### src/rtl/semafor_monitor.sv
// Receive-side checker for the intersection lamp bus: encoding, exclusion, sequence and phase timing.
// Optional build: define SEMAFOR_MON_SERVICE_REQ_EN to drive service_req_o from the sticky fault.
module semafor_monitor #(
  parameter int FACTOR_DIV     = 10,
  parameter int MAX_VERDE_SEC  = 30,
  parameter int MIN_GALBEN_SEC = 2,
  parameter int MAX_GALBEN_SEC = 5,
  parameter int CNT_W          = 10
) (
  input  logic       clk_i,
  input  logic       reset,
  input  logic       service_i,
  input  logic       verde_nord,
  input  logic       galben_nord,
  input  logic       rosu_nord,
  input  logic       verde_sud,
  input  logic       galben_sud,
  input  logic       rosu_sud,
  input  logic       verde_est,
  input  logic       galben_est,
  input  logic       rosu_est,
  input  logic       verde_vest,
  input  logic       galben_vest,
  input  logic       rosu_vest,
  input  logic       verde_pietoni,
  input  logic       rosu_pietoni,
  output logic       fault_o,
  output logic [2:0] fault_code_o,
  output logic [2:0] fault_dir_o,
  output logic       cycle_done_o,
  output logic       service_req_o
);

  typedef enum logic [1:0] {
    WAIT_RED = 2'd0,
    RUN      = 2'd1,
    FAULT    = 2'd2,
    SERVICE  = 2'd3
  } state_t;

  localparam logic [CNT_W-1:0] VERDE_LIM  = CNT_W'(MAX_VERDE_SEC * FACTOR_DIV);
  localparam logic [CNT_W-1:0] GALBEN_MIN = CNT_W'(MIN_GALBEN_SEC * FACTOR_DIV);
  localparam logic [CNT_W-1:0] GALBEN_MAX = CNT_W'(MAX_GALBEN_SEC * FACTOR_DIV);
  localparam logic [CNT_W-1:0] CNT_ONE    = CNT_W'(1'b1);
  localparam logic [CNT_W-1:0] CNT_ZERO   = CNT_W'(1'b0);
  localparam logic [CNT_W-1:0] CNT_SAT    = {CNT_W{1'b1}};

  // Lamp triples are packed {verde, galben, rosu}
  localparam logic [2:0] L_VERDE  = 3'b100;
  localparam logic [2:0] L_GALBEN = 3'b010;
  localparam logic [2:0] L_ROSU   = 3'b001;

  function automatic logic is_onehot3(input logic [2:0] l);
    return (l == L_VERDE) || (l == L_GALBEN) || (l == L_ROSU);
  endfunction

  function automatic logic [2:0] first_dir(input logic [4:0] f);
    casez (f)
      5'b????1: return 3'd0;
      5'b???10: return 3'd1;
      5'b??100: return 3'd2;
      5'b?1000: return 3'd3;
      5'b10000: return 3'd4;
      default:  return 3'd7;
    endcase
  endfunction

  state_t           state_r;
  logic [2:0]       prev_r [4];
  logic [CNT_W-1:0] cnt_r  [4];
  logic [3:0]       round_r;
  logic             fault_r;
  logic [2:0]       code_r;
  logic [2:0]       dir_r;
  logic             cycle_done_r;

  logic [2:0]       lamp_s    [4];
  logic [CNT_W-1:0] run_len_s [4];
  logic [4:0]       ill_s;
  logic [3:0]       nonred_s;
  logic [3:0]       vg_s;
  logic [3:0]       tmo_s;
  logic [3:0]       gal_s;
  logic [3:0]       seq_s;
  logic             conflict_s;
  logic             all_red_s;
  logic             viol_s;
  logic [2:0]       vcode_s;
  logic [2:0]       vdir_s;
  logic [3:0]       round_or_s;

  assign lamp_s[0] = {verde_nord, galben_nord, rosu_nord};
  assign lamp_s[1] = {verde_sud,  galben_sud,  rosu_sud};
  assign lamp_s[2] = {verde_est,  galben_est,  rosu_est};
  assign lamp_s[3] = {verde_vest, galben_vest, rosu_vest};

  // Per-direction run lengths and the five violation classes, then first-fault priority.
  always_comb begin
    ill_s      = 5'b0;
    nonred_s   = 4'b0;
    vg_s       = 4'b0;
    tmo_s      = 4'b0;
    gal_s      = 4'b0;
    seq_s      = 4'b0;
    for (int d = 0; d < 4; d++) begin
      run_len_s[d] = CNT_ONE;
      if (lamp_s[d] != prev_r[d]) begin
        run_len_s[d] = CNT_ONE;
      end else if (cnt_r[d] == CNT_SAT) begin
        run_len_s[d] = CNT_SAT;
      end else begin
        run_len_s[d] = cnt_r[d] + CNT_ONE;
      end
      ill_s[d]    = !is_onehot3(lamp_s[d]);
      nonred_s[d] = !lamp_s[d][0];
      vg_s[d]     = (prev_r[d] == L_VERDE) && (lamp_s[d] == L_GALBEN);
      tmo_s[d]    = (lamp_s[d] == L_VERDE) && (run_len_s[d] > VERDE_LIM);
      // A finished yellow is judged on the stored count; a live one only against the max
      gal_s[d]    = ((prev_r[d] == L_GALBEN) && (lamp_s[d] == L_ROSU) &&
                     ((cnt_r[d] < GALBEN_MIN) || (cnt_r[d] > GALBEN_MAX))) ||
                    ((lamp_s[d] == L_GALBEN) && (run_len_s[d] > GALBEN_MAX));
      seq_s[d]    = (lamp_s[d] != prev_r[d]) && is_onehot3(lamp_s[d]) &&
                    !(((prev_r[d] == L_ROSU) && (lamp_s[d] == L_VERDE)) || vg_s[d] ||
                      ((prev_r[d] == L_GALBEN) && (lamp_s[d] == L_ROSU)));
    end
    ill_s[4]   = !(verde_pietoni ^ rosu_pietoni);
    conflict_s = !$onehot0(nonred_s) || (verde_pietoni && (|nonred_s));
    all_red_s  = (lamp_s[0] == L_ROSU) && (lamp_s[1] == L_ROSU) && (lamp_s[2] == L_ROSU) &&
                 (lamp_s[3] == L_ROSU) && !verde_pietoni && rosu_pietoni;
    round_or_s = round_r | vg_s;

    viol_s  = 1'b0;
    vcode_s = 3'd0;
    vdir_s  = 3'd7;
    if (|ill_s) begin
      viol_s  = 1'b1;
      vcode_s = 3'd1;
      vdir_s  = first_dir(ill_s);
    end else if (conflict_s) begin
      viol_s  = 1'b1;
      vcode_s = 3'd2;
      vdir_s  = 3'd7;
    end else if (|tmo_s) begin
      viol_s  = 1'b1;
      vcode_s = 3'd3;
      vdir_s  = first_dir({1'b0, tmo_s});
    end else if (|gal_s) begin
      viol_s  = 1'b1;
      vcode_s = 3'd4;
      vdir_s  = first_dir({1'b0, gal_s});
    end else if (|seq_s) begin
      viol_s  = 1'b1;
      vcode_s = 3'd5;
      vdir_s  = first_dir({1'b0, seq_s});
    end else begin
      viol_s  = 1'b0;
      vcode_s = 3'd0;
      vdir_s  = 3'd7;
    end
  end

  // Monitor state machine, lamp history, counters, round tracking and sticky fault capture.
  always_ff @(posedge clk_i) begin
    if (reset) begin
      state_r      <= WAIT_RED;
      fault_r      <= 1'b0;
      code_r       <= 3'd0;
      dir_r        <= 3'd0;
      cycle_done_r <= 1'b0;
      round_r      <= 4'b0;
      for (int d = 0; d < 4; d++) begin
        prev_r[d] <= L_ROSU;
        cnt_r[d]  <= CNT_ZERO;
      end
    end else begin
      case (state_r)
        WAIT_RED: begin
          cycle_done_r <= 1'b0;
          for (int d = 0; d < 4; d++) prev_r[d] <= lamp_s[d];
          if (service_i) begin
            state_r <= SERVICE;
            round_r <= 4'b0;
            for (int d = 0; d < 4; d++) cnt_r[d] <= CNT_ZERO;
          end else begin
            state_r <= all_red_s ? RUN : WAIT_RED;
            for (int d = 0; d < 4; d++) cnt_r[d] <= run_len_s[d];
          end
        end
        RUN: begin
          if (service_i) begin
            state_r      <= SERVICE;
            cycle_done_r <= 1'b0;
            round_r      <= 4'b0;
            for (int d = 0; d < 4; d++) begin
              prev_r[d] <= lamp_s[d];
              cnt_r[d]  <= CNT_ZERO;
            end
          end else if (viol_s) begin
            state_r      <= FAULT;
            fault_r      <= 1'b1;
            code_r       <= vcode_s;
            dir_r        <= vdir_s;
            cycle_done_r <= 1'b0;
          end else begin
            for (int d = 0; d < 4; d++) begin
              prev_r[d] <= lamp_s[d];
              cnt_r[d]  <= run_len_s[d];
            end
            // Completing round clears; a repeat hand-off at the same edge seeds the next round
            if (&round_or_s) begin
              cycle_done_r <= 1'b1;
              round_r      <= round_r & vg_s;
            end else begin
              cycle_done_r <= 1'b0;
              round_r      <= round_or_s;
            end
          end
        end
        SERVICE: begin
          cycle_done_r <= 1'b0;
          round_r      <= 4'b0;
          for (int d = 0; d < 4; d++) begin
            prev_r[d] <= lamp_s[d];
            cnt_r[d]  <= CNT_ZERO;
          end
          state_r <= service_i ? SERVICE : WAIT_RED;
        end
        FAULT: begin
          state_r <= FAULT;
        end
        default: begin
          state_r <= WAIT_RED;
        end
      endcase
    end
  end

  assign fault_o      = fault_r;
  assign fault_code_o = code_r;
  assign fault_dir_o  = dir_r;
  assign cycle_done_o = cycle_done_r;

`ifdef SEMAFOR_MON_SERVICE_REQ_EN
  assign service_req_o = fault_r;
`else
  assign service_req_o = 1'b0;
`endif

endmodule
### config.mk
export PLATFORM = sky130hd
export DESIGN_NAME = semafor_monitor
export DESIGN_NICKNAME = d
export VERILOG_FILES = /design/src/rtl/semafor_monitor.sv
export SDC_FILE = /design/constraint.sdc
export NUM_CORES = 1
export LEC_CHECK = 0
export CAP_MARGIN = 30
export CELL_PAD_IN_SITES_DETAIL_PLACEMENT = 1
export CELL_PAD_IN_SITES_GLOBAL_PLACEMENT = 1
export CORE_MARGIN = 3
export CORE_UTILIZATION = 30
export DETAILED_ROUTE_END_ITERATION = 6
export HOLD_SLACK_MARGIN = 0.06
export PLACE_DENSITY = 0.57
export SLEW_MARGIN = 20
export SYNTH_ARGS = -nofsm -noshare
export SYNTH_HDL_FRONTEND = slang
export SYNTH_SLANG_ARGS = --single-unit
### constraint.sdc
create_clock -name clk_i -period 4.13 [get_ports clk_i]
set_input_delay 1.0325 -clock clk_i [delete_from_list [all_inputs] [get_ports clk_i]]
set_output_delay 1.0325 -clock clk_i [all_outputs]
set_load 0.005 [all_outputs]
==> summary.txt <==
Outcome
  – Outcome: complete, no violations

Timing
  – Slew headroom: a little over two fifths
  – Clk_skew: 0.0100 ns
  – Worst Tran Pin Value: 0.828 ns
  – Period minus WS final: 3.97 ns
  – Crit share post-route: 96.1%
  – Finish-stage setup viols: 0
  – Unrepaired setup endpoints after global routing: false
  – Hold Fails Final Rpt: 0
  – Peak Freq: 252 MHz
  – Fin. max-slew vios: 0

Die
  – Die Y: 149 um
  – Floorplan row count: 51
  – Initial Util: 30.9%
  – Die X: approximately 150 um
  – IO Count: 26
  – Core Box Area: about 0.020 mm^2
  – Full die area: around 0.022 mm^2

Placement
  – GP Congestion: 0.868
  – # port buffers: 24
  – Area post-placement: 0.00695 mm^2
  – DP Wirelength: 15,000 um

Clock network
  – Clock sinks: 66
  – # H-tree levels: 3
  – CTS clk-pin slew, worst paths: roughly 0.05 ns
  – Setup bufs post-CTS: 0
  – CTS Root Cell: clkbuf_16
  – Clk_lat worst skew: approximately 0.34 ns
  – CTS Buf Count: 9
  – Maximum root-to-sink buffer count: 2
  – CTS tree: built

Routing
  – Total Wirelength: between 15,000 and 20,000 um
  – Pre-Repair DR Iteration Count: 5
  – Post-route ant nets: 0
  – Residual DRC: 0
  – WL/cell: 18.6 um
  – Vias: 5,880
  – Iter 0 DRT Violations: roughly 290
  – Via-to-Cell Ratio: between 5 and 6

Global route
  – First-pass GRT wire length: 31,800 um
  – GRT overflow: 0
  – Vias in the first global route: between 5,000 and 6,000
  – Largest net degree at the start of global routing: 20
  – Antenna violations before repair: 0
  – GRT Total Usage: 17.7%

Final layout
  – Ant diodes: 0
  – Final Util: roughly 37%
  – Post-route cell area: 0.00733 mm^2
  – Nets: 804
  – Share of cells above drive strength 1: 16.7%
  – Layout area overhead: 20.2%

Logic synthesis
  – Main synth FF type: edfxtp_1
  – Post-synth top cells: nor2_1, nand2_1, edfxtp_1
  – Mapped Cells: 729
  – Number of synthesized flops with an enable pin: 42
  – Post-synth top area cell: edfxtp_1
  – Netlist Area Pre-Place: 0.00610 mm^2
  – Mapped Nets: 758
  – Yosys reg bits: 66
  – Top-count cell post-synth: nor2_1
  – Async S/R FF share, synth: 0%
  – Yosys top cell area share: roughly a fifth
  – Yosys cell types: 96
  – Syn avg cell area: 8.37 um^2
  – Sequential fraction of the synthesis area: 28.6%
  – Yosys warnings: 0
  – Top post-synthesis cells by area: edfxtp_1, dfxtp_1, nor2_1, nand2_1, a21oi_1

Critical path
  – Reg2reg setup slack: between 0.3 and 0.4 ns
  – Setup CP Type: input port to flop
  – Crit path DAT: 4.02 ns
  – Crit path max fanout: 11
  – CP Capture Type: flop
  – Worst setup SP type: input port
  – CP required: 4.18 ns

Run
  – Number of max-cap violations: 0

Pwr
  – Int Power: between 1500 and 2000 uW
  – Power density cells: 298 mW/mm^2
  – Peak supply drop: 0.200 mV
  – Total Power: 2190 uW
  – Power share of the sequential group: about 39%
  – Static leakage: 0.00246 uW
  – Combinational Power Share: 20.7%
  – Clock share of power: 40.5%
  – Switch share: between 20 and 30%
  – Psw: 632 uW

Worst hold path
  – Worst min path class: flop to flop
## cells in the final DEF (no fill, tap or decap), types with 8 or more instances in the layout
cell type and n:
ha_1 11, nor2b_1 14, nor2_1 61, edfxtp_1 42
clkdlybuf4s50_1 24, inv_1 23, a31oi_1 16, nand4_1 18
dfxtp_1 24, nand2b_1 16, o31ai_1 8, a21boi_0 8
xor2_1 14, a21oi_1 38, a211oi_1 9, clkbuf_16 9
o21ai_0 29, buf_4 64, nor3_1 21, and3_1 9
nand2_1 52, nand3_1 38, or3_1 11, xnor2_1 14
nor3b_1 16
## state kept, by name, summed over array words and instances, names as in the netlist
name,flops
cnt_r,40
prev_r,12
round_r,4
fault_code_o,3
fault_dir_o,3
state_r,2
cycle_done_o,1
fault_o,1
## path summary, 6_finish.rpt
check                           cells past startpoint            to    startpoint
worst min register to register                      2  cycle_done_o  cycle_done_o
worst min-delay path                                2  cycle_done_o  cycle_done_o
worst max-delay path                               13   cnt_r[1][8]     rosu_nord
worst max register to register                     11   cnt_r[2][4]   cnt_r[1][1]
## timing repair
action,4_1_cts,5_1_grt
endpoints found under the setup margin,0,36
hold buffers,0,0
gates resized for setup,0,3
## worst max-delay path, stage by stage
cell             delay, ns
clkdlybuf4s50_1       0.53
buf_4                 0.23
xor2_1                0.16
nor3_1                0.40
and2_1                0.23
nand4_1               0.10
a22oi_1               0.22
buf_4                 0.17
o21ai_4               0.08
o31ai_4               0.32
buf_4                 0.20
a2111o_1              0.20
buf_12                0.15
## layout make-up
class / count / area, um^2
Inverter: 23 / 86.3
Timing Repair Buffer: 95 / 856
Multi-Input combinational cell: 580 / 3970
Fill cell: 2312 / 12400
Sequential cell: 66 / 1740
Tap cell: 265 / 332
Clock inverter: 7 / 118
Clock buffer: 9 / 225
## logic make-up after synthesis
kind of cell	after synthesis	share of synthesized area (%)
AOI/OAI and AO/OA	215	26.8
xor gates and xnor gates	28	4.02
adders and majority gates	14	2.91
buffers and inverters	83	6.63
DFF	66	28.6
muxes	10	1.89
other	1	0.0615
and+or+nand+nor	312	29.1
## power groups by stage
stage	Combinational (uW)	Sequential, uW	Clock, uW
finish	452	849	885
global route	495	859	942
CTS	449	847	909
detailed placement	446	859	0
global placement	436	856	0
floorplan	319	801	0
## routing by layer
| metal | track usage [%] | wire (um) |
|---|---|---|
| met4 | 3.93 | 251 |
| met1 | 25.1 | 9600 |
| met5 | 0 | 0 |
| met2 | 28.2 | 8960 |
| met3 | 3.20 | 640 |
## through the flow
step	TNS [ns]	hold WS, ns	setup slack [ns]	std cells
after floorplan	0	0.440	0.466	729
after global placement	-8.89	0.448	-0.199	1028
after detailed placement	-13.16	0.456	-0.276	1028
after CTS	0	0.465	0.0524	1044
after global routing	0	0.485	0.00479	1045
final	0	0.458	0.159	1045
No activity file was read; power rests on OpenSTA's default activity.
